### src/rtl/ctrl_pkg.sv
// Shared definitions for the multicycle controller: states, opcode/ext fields,
// alu_op and condition codes, pc_src/wb_sel encodings and the instruction decoder.
package ctrl_pkg;

  typedef enum logic [2:0] {
    S_FETCH  = 3'd0,
    S_DECODE = 3'd1,
    S_EXEC   = 3'd2,
    S_MEM    = 3'd3,
    S_WB     = 3'd4,
    S_BRANCH = 3'd5
`ifdef ILLEGAL_TRAP_EN
    , S_TRAP = 3'd6
`endif
  } state_e;

  // Opcodes [15:12]
  localparam logic [3:0] OP_RR    = 4'h0;
  localparam logic [3:0] OP_MEM   = 4'h4;
  localparam logic [3:0] OP_SHIFT = 4'h8;
  localparam logic [3:0] OP_BCOND = 4'hC;

  // ALU function codes: ext [7:4] of register forms, opcode of immediate forms
  localparam logic [3:0] FN_AND = 4'h1;
  localparam logic [3:0] FN_OR  = 4'h2;
  localparam logic [3:0] FN_XOR = 4'h3;
  localparam logic [3:0] FN_ADD = 4'h5;
  localparam logic [3:0] FN_SUB = 4'h9;
  localparam logic [3:0] FN_CMP = 4'hB;
  localparam logic [3:0] FN_MOV = 4'hD;
  localparam logic [3:0] FN_LUI = 4'hF;

  // ext codes under OP_SHIFT / OP_MEM
  localparam logic [3:0] EXT_LSHI   = 4'h0;
  localparam logic [3:0] EXT_LSHI_N = 4'h1;
  localparam logic [3:0] EXT_LSH    = 4'h4;
  localparam logic [3:0] EXT_LOAD   = 4'h0;
  localparam logic [3:0] EXT_STOR   = 4'h4;
  localparam logic [3:0] EXT_JAL    = 4'h8;
  localparam logic [3:0] EXT_JCOND  = 4'hC;

  localparam logic [3:0] ALU_ADD = 4'b1000;
  localparam logic [3:0] ALU_SUB = 4'b0001;
  localparam logic [3:0] ALU_CMP = 4'b0010;
  localparam logic [3:0] ALU_AND = 4'b0011;
  localparam logic [3:0] ALU_OR  = 4'b0100;
  localparam logic [3:0] ALU_XOR = 4'b0101;
  localparam logic [3:0] ALU_MOV = 4'b0110;
  localparam logic [3:0] ALU_LUI = 4'b0111;

  localparam logic [3:0] CC_EQ = 4'd0;
  localparam logic [3:0] CC_NE = 4'd1;
  localparam logic [3:0] CC_CS = 4'd2;
  localparam logic [3:0] CC_CC = 4'd3;
  localparam logic [3:0] CC_HI = 4'd4;
  localparam logic [3:0] CC_LS = 4'd5;
  localparam logic [3:0] CC_GT = 4'd6;
  localparam logic [3:0] CC_LE = 4'd7;
  localparam logic [3:0] CC_FS = 4'd8;
  localparam logic [3:0] CC_FC = 4'd9;
  localparam logic [3:0] CC_LO = 4'd10;
  localparam logic [3:0] CC_HS = 4'd11;
  localparam logic [3:0] CC_LT = 4'd12;
  localparam logic [3:0] CC_GE = 4'd13;
  localparam logic [3:0] CC_UC = 4'd14;

  localparam logic [1:0] PC_INC  = 2'd0;
  localparam logic [1:0] PC_DISP = 2'd1;
  localparam logic [1:0] PC_REG  = 2'd2;

  localparam logic [1:0] WB_RESULT = 2'd0;
  localparam logic [1:0] WB_MEM    = 2'd1;
  localparam logic [1:0] WB_LINK   = 2'd2;

  typedef enum logic [2:0] {
    C_ALU, C_SHIFT, C_LOAD, C_STOR, C_BCOND, C_JCOND, C_JAL, C_ILLEGAL
  } class_e;

  typedef struct packed {
    class_e     cls;
    logic [3:0] alu_op;
    logic       imm;
    logic       sext;
    logic       set_flags;
    logic       no_wb;
    logic       src_en;
    logic       dst_en;
    logic       imm_en;
  } dec_t;

  // Returns {valid, alu_op}; LUI only exists as an immediate form.
  function automatic logic [4:0] alu_lookup(input logic [3:0] code, input logic imm);
    case (code)
      FN_AND:  return {1'b1, ALU_AND};
      FN_OR:   return {1'b1, ALU_OR};
      FN_XOR:  return {1'b1, ALU_XOR};
      FN_ADD:  return {1'b1, ALU_ADD};
      FN_SUB:  return {1'b1, ALU_SUB};
      FN_CMP:  return {1'b1, ALU_CMP};
      FN_MOV:  return {1'b1, ALU_MOV};
      FN_LUI:  return {imm, ALU_LUI};
      default: return '0;
    endcase
  endfunction

  function automatic dec_t decode(input logic [3:0] op, input logic [3:0] ext);
    dec_t       d;
    logic [4:0] a;
    d     = '0;
    d.cls = C_ILLEGAL;
    a     = '0;
    if (op == OP_RR) begin
      a = alu_lookup(ext, 1'b0);
      if (a[4]) begin
        d.cls    = C_ALU;
        d.alu_op = a[3:0];
        d.src_en = 1'b1;
        d.dst_en = 1'b1;
      end
    end else if (op == OP_SHIFT) begin
      if (ext == EXT_LSH) begin
        d.cls    = C_SHIFT;
        d.src_en = 1'b1;
        d.dst_en = 1'b1;
      end else if (ext == EXT_LSHI || ext == EXT_LSHI_N) begin
        d.cls    = C_SHIFT;
        d.imm    = 1'b1;
        d.dst_en = 1'b1;
        d.imm_en = 1'b1;
      end
    end else if (op == OP_MEM) begin
      case (ext)
        EXT_LOAD: begin d.cls = C_LOAD;  d.src_en = 1'b1; end
        EXT_STOR: begin d.cls = C_STOR;  d.src_en = 1'b1; d.dst_en = 1'b1; end
        EXT_JAL:  begin d.cls = C_JAL;   d.src_en = 1'b1; end
        EXT_JCOND:begin d.cls = C_JCOND; d.src_en = 1'b1; end
        default:  d.cls = C_ILLEGAL;
      endcase
    end else if (op == OP_BCOND) begin
      d.cls    = C_BCOND;
      d.imm_en = 1'b1;
    end else begin
      a = alu_lookup(op, 1'b1);
      if (a[4]) begin
        d.cls    = C_ALU;
        d.alu_op = a[3:0];
        d.imm    = 1'b1;
        d.dst_en = 1'b1;
        d.imm_en = 1'b1;
      end
    end
    if (d.cls == C_ALU) begin
      d.set_flags = (d.alu_op == ALU_ADD) || (d.alu_op == ALU_SUB) || (d.alu_op == ALU_CMP);
      d.sext      = d.imm && d.set_flags;
      d.no_wb     = (d.alu_op == ALU_CMP);
    end
    return d;
  endfunction

endpackage

### src/rtl/multicycle_ctrl_cond_eval.sv
// Branch condition evaluator: cond code against PSR flags {N,Z,F,L,C}.
module cond_eval
  import ctrl_pkg::*;
(
  input  logic [3:0] cond_i,
  input  logic [4:0] flags_i,
  output logic       taken_o
);

  logic n, z, f, l, c;
  assign {n, z, f, l, c} = flags_i;

  always_comb begin
    taken_o = 1'b0;
    case (cond_i)
      CC_EQ:   taken_o = z;
      CC_NE:   taken_o = !z;
      CC_CS:   taken_o = c;
      CC_CC:   taken_o = !c;
      CC_HI:   taken_o = l;
      CC_LS:   taken_o = !l;
      CC_GT:   taken_o = n;
      CC_LE:   taken_o = !n;
      CC_FS:   taken_o = f;
      CC_FC:   taken_o = !f;
      CC_LO:   taken_o = !l && !z;
      CC_HS:   taken_o = l || z;
      CC_LT:   taken_o = !n && !z;
      CC_GE:   taken_o = n || z;
      CC_UC:   taken_o = 1'b1;
      default: taken_o = 1'b0;
    endcase
  end

endmodule

### src/rtl/multicycle_ctrl.sv
// Multicycle control FSM: fetch/decode/exec/mem/wb/branch with memory timeout.
// Define ILLEGAL_TRAP_EN to park in TRAP on an undecodable instruction.
module multicycle_ctrl
  import ctrl_pkg::*;
#(
  parameter int unsigned INSTR_W     = 16,
  parameter int unsigned ALU_OP_W    = 4,
  parameter int unsigned MEM_TIMEOUT = 15
) (
  input  logic                clk,
  input  logic                reset,
  input  logic [INSTR_W-1:0]  instruction,
  input  logic [4:0]          flags,
  input  logic                mem_ready,
  output logic [ALU_OP_W-1:0] alu_op,
  output logic                pc_en,
  output logic [1:0]          pc_src,
  output logic                ir_en,
  output logic                src_reg_en,
  output logic                dst_reg_en,
  output logic                imm_reg_en,
  output logic                sign_ext,
  output logic                alu_b_sel,
  output logic                shift_sel,
  output logic                rf_we,
  output logic [1:0]          wb_sel,
  output logic                mem_read,
  output logic                mem_write,
  output logic                addr_sel,
  output logic                flags_en,
  output logic                mem_err,
  output logic                illegal
);

  localparam logic [7:0] WAIT_LAST = 8'(MEM_TIMEOUT - 1);

  state_e     state_q, state_d;
  logic [7:0] wait_q, wait_d;
  logic       mem_err_q, mem_err_d;
  dec_t       dec;
  logic       taken;
  logic       access;
  logic       timeout;
  logic [3:0] unused_rsrc;

  assign dec         = decode(instruction[15:12], instruction[7:4]);
  assign unused_rsrc = instruction[3:0];
  assign access      = (state_q == S_FETCH) || (state_q == S_MEM);
  assign timeout     = access && !mem_ready && (wait_q == WAIT_LAST);
  assign mem_err     = mem_err_q;

  cond_eval u_cond_eval (
    .cond_i  (instruction[11:8]),
    .flags_i (flags),
    .taken_o (taken)
  );

  always_ff @(posedge clk or negedge reset) begin
    if (!reset) begin
      state_q   <= S_FETCH;
      wait_q    <= '0;
      mem_err_q <= 1'b0;
    end else begin
      state_q   <= state_d;
      wait_q    <= wait_d;
      mem_err_q <= mem_err_d;
    end
  end

  always_comb begin
    state_d   = state_q;
    wait_d    = '0;
    mem_err_d = mem_err_q | timeout;
    if (access && !mem_ready && !timeout) wait_d = wait_q + 8'd1;
    case (state_q)
      S_FETCH:  if (mem_ready) state_d = S_DECODE;
      S_DECODE: begin
        case (dec.cls)
          C_ALU, C_SHIFT:          state_d = S_EXEC;
          C_LOAD, C_STOR:          state_d = S_MEM;
          C_BCOND, C_JCOND, C_JAL: state_d = S_BRANCH;
`ifdef ILLEGAL_TRAP_EN
          default:                 state_d = S_TRAP;
`else
          default:                 state_d = S_FETCH;
`endif
        endcase
      end
      S_EXEC:   state_d = dec.no_wb ? S_FETCH : S_WB;
      S_WB:     state_d = S_FETCH;
      S_MEM: begin
        if (mem_ready)    state_d = (dec.cls == C_LOAD) ? S_WB : S_FETCH;
        else if (timeout) state_d = S_FETCH;
      end
      S_BRANCH: state_d = S_FETCH;
`ifdef ILLEGAL_TRAP_EN
      S_TRAP:   state_d = S_TRAP;
`endif
      default:  state_d = S_FETCH;
    endcase
  end

  // Gated by reset so strobes fall the instant reset asserts, not at the next edge.
  always_comb begin
    alu_op     = '0;
    pc_en      = 1'b0;
    pc_src     = PC_INC;
    ir_en      = 1'b0;
    src_reg_en = 1'b0;
    dst_reg_en = 1'b0;
    imm_reg_en = 1'b0;
    sign_ext   = 1'b0;
    alu_b_sel  = 1'b0;
    shift_sel  = 1'b0;
    rf_we      = 1'b0;
    wb_sel     = WB_RESULT;
    mem_read   = 1'b0;
    mem_write  = 1'b0;
    addr_sel   = 1'b0;
    flags_en   = 1'b0;
    illegal    = 1'b0;
    if (reset) begin
      case (state_q)
        S_FETCH: begin
          mem_read = 1'b1;
          if (mem_ready) begin
            ir_en = 1'b1;
            pc_en = 1'b1;
          end
        end
        S_DECODE: begin
          src_reg_en = dec.src_en;
          dst_reg_en = dec.dst_en;
          imm_reg_en = dec.imm_en;
          sign_ext   = dec.sext;
          illegal    = (dec.cls == C_ILLEGAL);
        end
        S_EXEC: begin
          alu_b_sel = dec.imm;
          flags_en  = dec.set_flags;
          if (dec.cls == C_SHIFT) shift_sel = 1'b1;
          else                    alu_op    = ALU_OP_W'(dec.alu_op);
        end
        S_WB: begin
          rf_we  = 1'b1;
          wb_sel = (dec.cls == C_LOAD) ? WB_MEM : WB_RESULT;
        end
        S_MEM: begin
          addr_sel  = 1'b1;
          mem_read  = (dec.cls == C_LOAD);
          mem_write = (dec.cls == C_STOR);
        end
        S_BRANCH: begin
          case (dec.cls)
            C_BCOND: if (taken) begin pc_en = 1'b1; pc_src = PC_DISP; end
            C_JCOND: if (taken) begin pc_en = 1'b1; pc_src = PC_REG;  end
            C_JAL: begin
              rf_we  = 1'b1;
              wb_sel = WB_LINK;
              pc_en  = 1'b1;
              pc_src = PC_REG;
            end
            default: pc_en = 1'b0;
          endcase
        end
`ifdef ILLEGAL_TRAP_EN
        S_TRAP:  illegal = 1'b1;
`endif
        default: illegal = 1'b0;
      endcase
    end
  end

endmodule

### config.mk
export PLATFORM = sky130hd
export DESIGN_NAME = multicycle_ctrl
export DESIGN_NICKNAME = d
export VERILOG_FILES = /design/src/rtl/ctrl_pkg.sv /design/src/rtl/multicycle_ctrl_cond_eval.sv /design/src/rtl/multicycle_ctrl.sv
export SDC_FILE = /design/constraint.sdc
export NUM_CORES = 1
export LEC_CHECK = 0
export CAP_MARGIN = 30
export CELL_PAD_IN_SITES_DETAIL_PLACEMENT = 1
export CELL_PAD_IN_SITES_GLOBAL_PLACEMENT = 2
export CORE_AREA = 3 3 82 84
export DETAILED_ROUTE_END_ITERATION = 10
export DIE_AREA = 0 0 85 87
export PLACE_DENSITY_LB_ADDON = 0.1
export SLEW_MARGIN = 10
export SYNTH_ARGS = -nofsm -noshare
export SYNTH_HDL_FRONTEND = slang
export SYNTH_SLANG_ARGS = --single-unit
### constraint.sdc
create_clock -name clk -period 3.3 [get_ports clk]
set_clock_uncertainty 0.2 [all_clocks]
set_input_delay 0.66 -clock clk [delete_from_list [all_inputs] [get_ports clk]]
set_output_delay 0.66 -clock clk [all_outputs]
set_load 0.03 [all_outputs]
==> impl_metrics.ini, run 1 <==
[synthesis]
post_synth_fa_ha_maj_area_fraction_pct = 1.60
syn-num-nets = 245
yosys.area_share.xor_xnor_pct = 3.91
synth.avg_cell_area_um2 = 7.15
simple_gate_portion_of_the_synthesized_area_pct = 39.6
synth-seq-cells = 12
muxShareOfSynthArea_pct = 1.36
yosys_warnings = 0
synth_top_family_by_area = simple AND/OR/NAND/NOR gates
yosysUniqueCellTypes = 60
asyncSetResetFlopFracSynth_pct = 100
synth_compound_gate_area_share_pct = 28.0
ys_seq_area_share_pct = 19.2
synth_enable_flop_cells = 0
synth-main-ff-cell = dfrtp_1
synthCells = 219
synth.cell_area_um2 = 1570

[clocking]
tritoncts.num_buffers = 3
path_clk_slew_ns = 0.06
tritoncts = done
clockBufferDepth = 2
hold_buffers = 0
clkLatencyLatePin_ns = 0.24
h-tree-depth = 1
clkSinkCount = 12
root_buffer_cell = clkbuf_8

[timing]
hold_viol_final = 0
hold_ws_ns = 0.277
relSlewSlack_pct = 68.0
timing.final.crit_period_ns = 3.30
setup_viol = 0
total_negative_slack_for_setup_checks_ns = 0
worst-slew-pin-transition_ns = 0.479
timing.final.crit_share_pct = 99.9
timing_max_transition_violations_final = 0
max_clock_freq_mhz = 303
rsz0062_at_grt = true

[detailed_routing]
final_antenna_net_count = 0
vias = 1974
postRouteWirelength_mm = 6.06
drc_errors = 0
initialDrtViolationCount = 82
detailedRoute.firstPassIterationCount = 4
routedWlPerCell_um = 15.7
viasPerCell = 5.11

[critical_path]
critical_path_s_largest_stage_delay_ns = 0.54
reg2reg_depth = 5
cp.buffers_inverters = 2
crit_path_end_kind = primary output
timing.critical_path.required_ns = 2.44
critPathMostFrequentCell = buf_6
regToRegStartpoint = state_q[0]$_DFFE_PN0P_
ff2ff_setup_slack_ns = 1.18
critPathTopFamily = simple AND/OR/NAND/NOR gates
slowest_stage = or4b_4
critical_path.max_fanout = 3
timing.critical_path.arrival_ns = 2.44
critical_path.startpoint_type = input pin
worstPathCellList = buf_6 -> or4b_4 -> or4_4 -> or3_4 -> o21ai_2 -> buf_6
reg2reg_to = state_q[0]$_DFFE_PN0P_
criticalPathCategory = input pin to primary output

[final_layout]
fraction_of_layout_cells_with_a_size_suffix_above_1_pct = 40.2
nFillCells = 729
postLayoutCoreUtil_pct = 43.9
insertedDiodeCount = 0
finalNetCount = 338
stdcell_count = 386
areaGrowthSynthToFinish_pct = 67.7

[floorplanning]
die-height_um = 87
fp-row-count = 28
design.die.area_um2 = 7400
num_io_pins = 47
core_area_um2 = 5990
chipWidth_um = 85
floorplan.initialDensity_pct = 26.1

[pwr]
leakage_uw = 0.00115
peakVddDrop_mv = 0.245
power_density_nw_per_um2 = 336

[grt]
grt_use_total_pct = 16.3
pin_count_of_the_biggest_net_entering_global_routing = 21
antenna_found_initial = 0
global_route_wire_length_before_repair_mm = 10.0
first_global_vias = 2017
global_route.overflow_total = 0

[placed_design]
port_buffers = 42
post-dp-hpwl_mm = 4.71
place_congestion = 0.792
placedCellCount = 376

[worst_hold_path]
hold_critical_path_depth = 1
holdPathEnd = mem_err$_DFF_PN0_
startpoint_of_the_lowest_slack_hold_path = mem_err$_DFF_PN0_
hold_path_class = flip-flop to flip-flop

[run]
maxCapViolations = 0

[status]
run_status = complete, no violations
## layer usage
| metal | part of all wire (%) | GRT usage, % | vias to the layer above | wire, um |
|---|---|---|---|---|
| met5 | 0 | 0 | - | 0 |
| met4 | 0.35 | 1.44 | 0 | 21 |
| met3 | 3.4 | 1.99 | 2 | 206 |
| met2 | 48 | 27.5 | 37 | 2920 |
| met1 | 48 | 23.1 | 944 | 2910 |
| li1 | - | - | 991 | - |
## stage by stage
stage          setup WS, ns  total power [uW]  area, um2
2_1_floorplan       0.00578               503       1600
3_3_place_gp         -0.427               698       2410
3_5_place_dp         -0.422               702       2410
4_1_cts             -0.0842               883       2570
5_1_grt             -0.0519               955       2630
6_report            0.00242               883       2630
## report_power, final
| group | internal (uW) | switching [uW] |
|---|---|---|
| sequential | 173 | 54.0 |
| clock | 105 | 55.9 |
| combinational | 229 | 266 |
| total | 507 | 375 |
## how the worst max path moves through the flow
stage,startpoint,end,depth (start not counted)
after floorplan,instruction[12],shift_sel,6
final,instruction[12],rf_we,6
after CTS,instruction[12],mem_read,7
after global placement,instruction[14],pc_en,10
after detailed placement,instruction[13],pc_src[1],6
after global routing,instruction[5],sign_ext,8
## placed cells by master, fill, tap and decap left out, types with 4 or more instances in the layout
cell,netlist,final
dfrtp_1,12,12
clkdlybuf4s50_1,0,9
o21ai_0,10,6
o211ai_1,6,6
buf_4,0,70
nand3_1,7,7
xor2_1,6,6
nor3_1,6,5
nand2_1,18,18
clkbuf_8,0,4
o21ai_2,1,4
buf_6,1,14
inv_1,9,8
dlygate4sd2_1,0,7
a21oi_1,11,9
or2_2,4,4
and2_1,6,5
nand3b_1,4,4
nor2_1,29,28
nor2b_1,9,9
## kinds of logic after synthesis
family	count (synthesis)
and+or+nand+nor	112
AOI/OAI and AO/OA	60
adders and majority gates	2
xor gates and xnor gates	7
DFF	12
buffers and inverters	24
muxes	2
## flip-flops by register name (all words and copies together), names as in the netlist
register,flops
mem_err,1
state_q,3
wait_q,8
## area by class of cell
type | instances | area (um2) | share of cell area [%]
clock buffers | 4 | 55.1 | 2.10
inverters | 9 | 33.8 | 1.29
multi-input cells | 183 | 1290 | 49.0
flip-flops and latches | 12 | 300 | 11.4
well taps | 75 | 93.8 | 3.57
repair buffers | 103 | 857 | 32.6
## cell usage after synthesis, drive strengths merged, types with 2 or more instances
master	instances	area, um2
nand3b	4	30.0
o21bai	3	22.5
a31o	2	17.5
nand3	7	35.0
buf	2	16.3
nor2b	9	56.3
o21ai	13	68.8
and3	3	18.8
clkbuf	13	48.8
or2	4	25.0
a21oi	11	55.1
or3	6	42.5
and4b	3	30.0
and2	6	37.5
nor2	29	109
o211ai	6	45.0
nand2	18	67.6
a22oi	2	15.0
inv	9	33.8
a32o	2	20.0
xor2	6	52.6
o21a	2	15.0
a32oi	2	17.5
nor4	5	31.3
ha	2	25.0
or4b	3	33.8
dfrtp	12	300
nand4	3	18.8
nor3	7	40.0
a211o	2	17.5
## what timing repair did
item / 4_1_cts / 5_1_grt
setup endpoints to repair: 17 / 12
pin swaps: 11 / 9
resized for setup: 46 / 11
buffers inserted: 4 / 2
Note: power is estimated with default switching activity, not from simulation.
==> run 2: changes to the inputs <==
- CORE_AREA: 3 3 82 84 -> 2 2 81 83
- CTS_BUF_LIST: unset -> sky130_fd_sc_hd__clkbuf_8
- DIE_AREA: 0 0 85 87 -> 0 0 83 85
==> run 2 against run 1 <==
Compared with the run above:
- the flow now finishes with violations (setup timing)
- critical endpoint is now mem_read
- largest cell class unchanged
- count of clock-buffer cells in the layout is the same
- non-clock buffer count grew 14
- worst setup slack worse by 0.066 ns
- combinational power is 9.3% higher
==> impl_metrics.ini, run 2 (synthesis gave the netlist of run 1 again) <==
[final_layout]
areaGrowthSynthToFinish_pct = 76.3
largest-register = wait_q
fraction_of_layout_cells_with_a_size_suffix_above_1_pct = 43.1
largest_register_ff_count = 8
insertedDiodeCount = 0
stdcell_count = 402
final_cell_mix = buf_4 (84), nor2_1 (27), nand2_1 (18)
finalNetCount = 352
final_design_area_no_fill_um2 = 2760
nFillCells = 759
final_common_cell = buf_4

[clocking]
clkSinkCount = 12
tritoncts.num_buffers = 3
hold_buffers = 0
clockBufferDepth = 2
root_buffer_cell = clkbuf_8
h-tree-depth = 1
tritoncts = done
path_clk_slew_ns = 0.06
clkLatencyLatePin_ns = 0.24

[grt]
global_route.overflow_total = 0
grt_use_total_pct = 17.3
global_route_wire_length_before_repair_mm = 10.1
first_global_vias = 2089
antenna_found_initial = 0
pin_count_of_the_biggest_net_entering_global_routing = 13

[placed_design]
port_buffers = 42
post-dp-hpwl_mm = 5.08
placedCellCount = 393
placed_area_um2 = 2530
place_congestion = 0.761

[timing]
timing_max_transition_violations_final = 0
hold_viol_final = 0
setup_viol = 7
worst-slew-pin-transition_ns = 0.429
timing.final.crit_share_pct = 102
final_critical_path_setup_slack_ns = -0.0632
relSlewSlack_pct = 71.3
rsz0062_at_grt = true
total_negative_slack_for_setup_checks_ns = -0.243
timing.final.crit_period_ns = 3.36
hold_ws_ns = 0.279
max_clock_freq_mhz = 297

[worst_hold_path]
hold_path_class = flip-flop to flip-flop
hold_critical_path_depth = 1

[critical_path]
timing.critical_path.required_ns = 2.44
criticalPathCategory = input pin to primary output
slowest_stage = or4b_4
reg2reg_depth = 6
critical_path.max_fanout = 4
critical_path.startpoint_type = input pin
cp.depth = 7
timing.critical_path.arrival_ns = 2.50
critPathTopFamily = simple AND/OR/NAND/NOR gates
worstPathCellList = buf_8 -> or4b_4 -> or4_4 -> a41o_4 -> nor2b_1 -> o21a_1 -> buf_6
critical_path_s_largest_stage_delay_ns = 0.56
cp.buffers_inverters = 2
crit_path_end_kind = primary output

[status]
violations = setup timing
run_status = finished, violations left

[detailed_routing]
postRouteWirelength_mm = 6.19
drc_errors = 0
initialDrtViolationCount = 41
detailedRoute.firstPassIterationCount = 4
final_antenna_net_count = 0
vias = 2000
routedWlPerCell_um = 15.4
viasPerCell = 4.98

[pwr]
leakage_uw = 0.00122
peakVddDrop_mv = 0.264
power_density_nw_per_um2 = 330

[floorplanning]
die-height_um = 85
chipWidth_um = 83
core_area_um2 = 6200
design.die.area_um2 = 7060
fp-row-count = 29
num_io_pins = 47
floorplan.initialDensity_pct = 25.2

[run]
maxCapViolations = 0
==> run 2: path summary, 6_finish.rpt <==
| kind | startpoint | to | slack (ns) |
|---|---|---|---|
| setup / recovery | instruction[13] | mem_read | -0.06 |
| min in group asynchronous | reset | mem_err$_DFF_PN0_ | 0.58 |
| hold / removal | mem_err$_DFF_PN0_ | mem_err$_DFF_PN0_ | 0.28 |
| max in group asynchronous | reset | wait_q[7]$_DFF_PN0_ | 2.10 |
| hold reg to reg | mem_err$_DFF_PN0_ | mem_err$_DFF_PN0_ | 0.28 |
| setup reg to reg | wait_q[0]$_DFF_PN0_ | state_q[0]$_DFFE_PN0P_ | 1.30 |
==> run 2: repair_timing <==
item,in CTS,in global routing
buffers inserted,4,2
setup endpoints to repair,16,12
hold endpoints to repair,0,0
resized for setup,50,17
gates cloned,0,0
pin swaps,10,13
==> run 2: power by group <==
group	switching, uW	total, uW	internal (uW)
registers	38.1	211	173
clock network	52.9	158	105
logic	291	541	250
==> run 2: area by class of cell <==
| cell class | instances | area (um2) | share of cell area (%) |
|---|---|---|---|
| Sequential cell | 12 | 300 | 10.9 |
| Multi-Input combinational cell | 183 | 1310 | 47.4 |
| Clock buffer | 4 | 55.1 | 1.99 |
| Timing Repair Buffer | 117 | 966 | 35.0 |
| Inverter | 9 | 33.8 | 1.22 |
| Tap cell | 77 | 96.3 | 3.49 |
==> run 2: metal layers <==
| metal | global-route usage (%) | vias up | wire [um] |
|---|---|---|---|
| li1 | - | 1022 | - |
| met1 | 23.2 | 948 | 2990 |
| met2 | 31.2 | 28 | 3030 |
| met3 | 2.14 | 2 | 149 |
| met4 | 0.894 | 0 | 16 |
| met5 | 0 | - | 0 |
==> run 2: stage by stage <==
stage	total power (uW)	utilization, %	setup slack, ns
finish	910	44.5	-0.0632
CTS	906	43.1	-0.0917
floorplan	503	-	0.00578
global placement	721	40.7	-0.585
detailed placement	731	40.7	-0.616
global route	979	44.5	-0.116
==> run 3: changes to the inputs <==
- CAP_MARGIN: 30 -> 15
==> results of run 3 <==
Same layout as run 2: the final DEF is identical, and so are final timing and power.
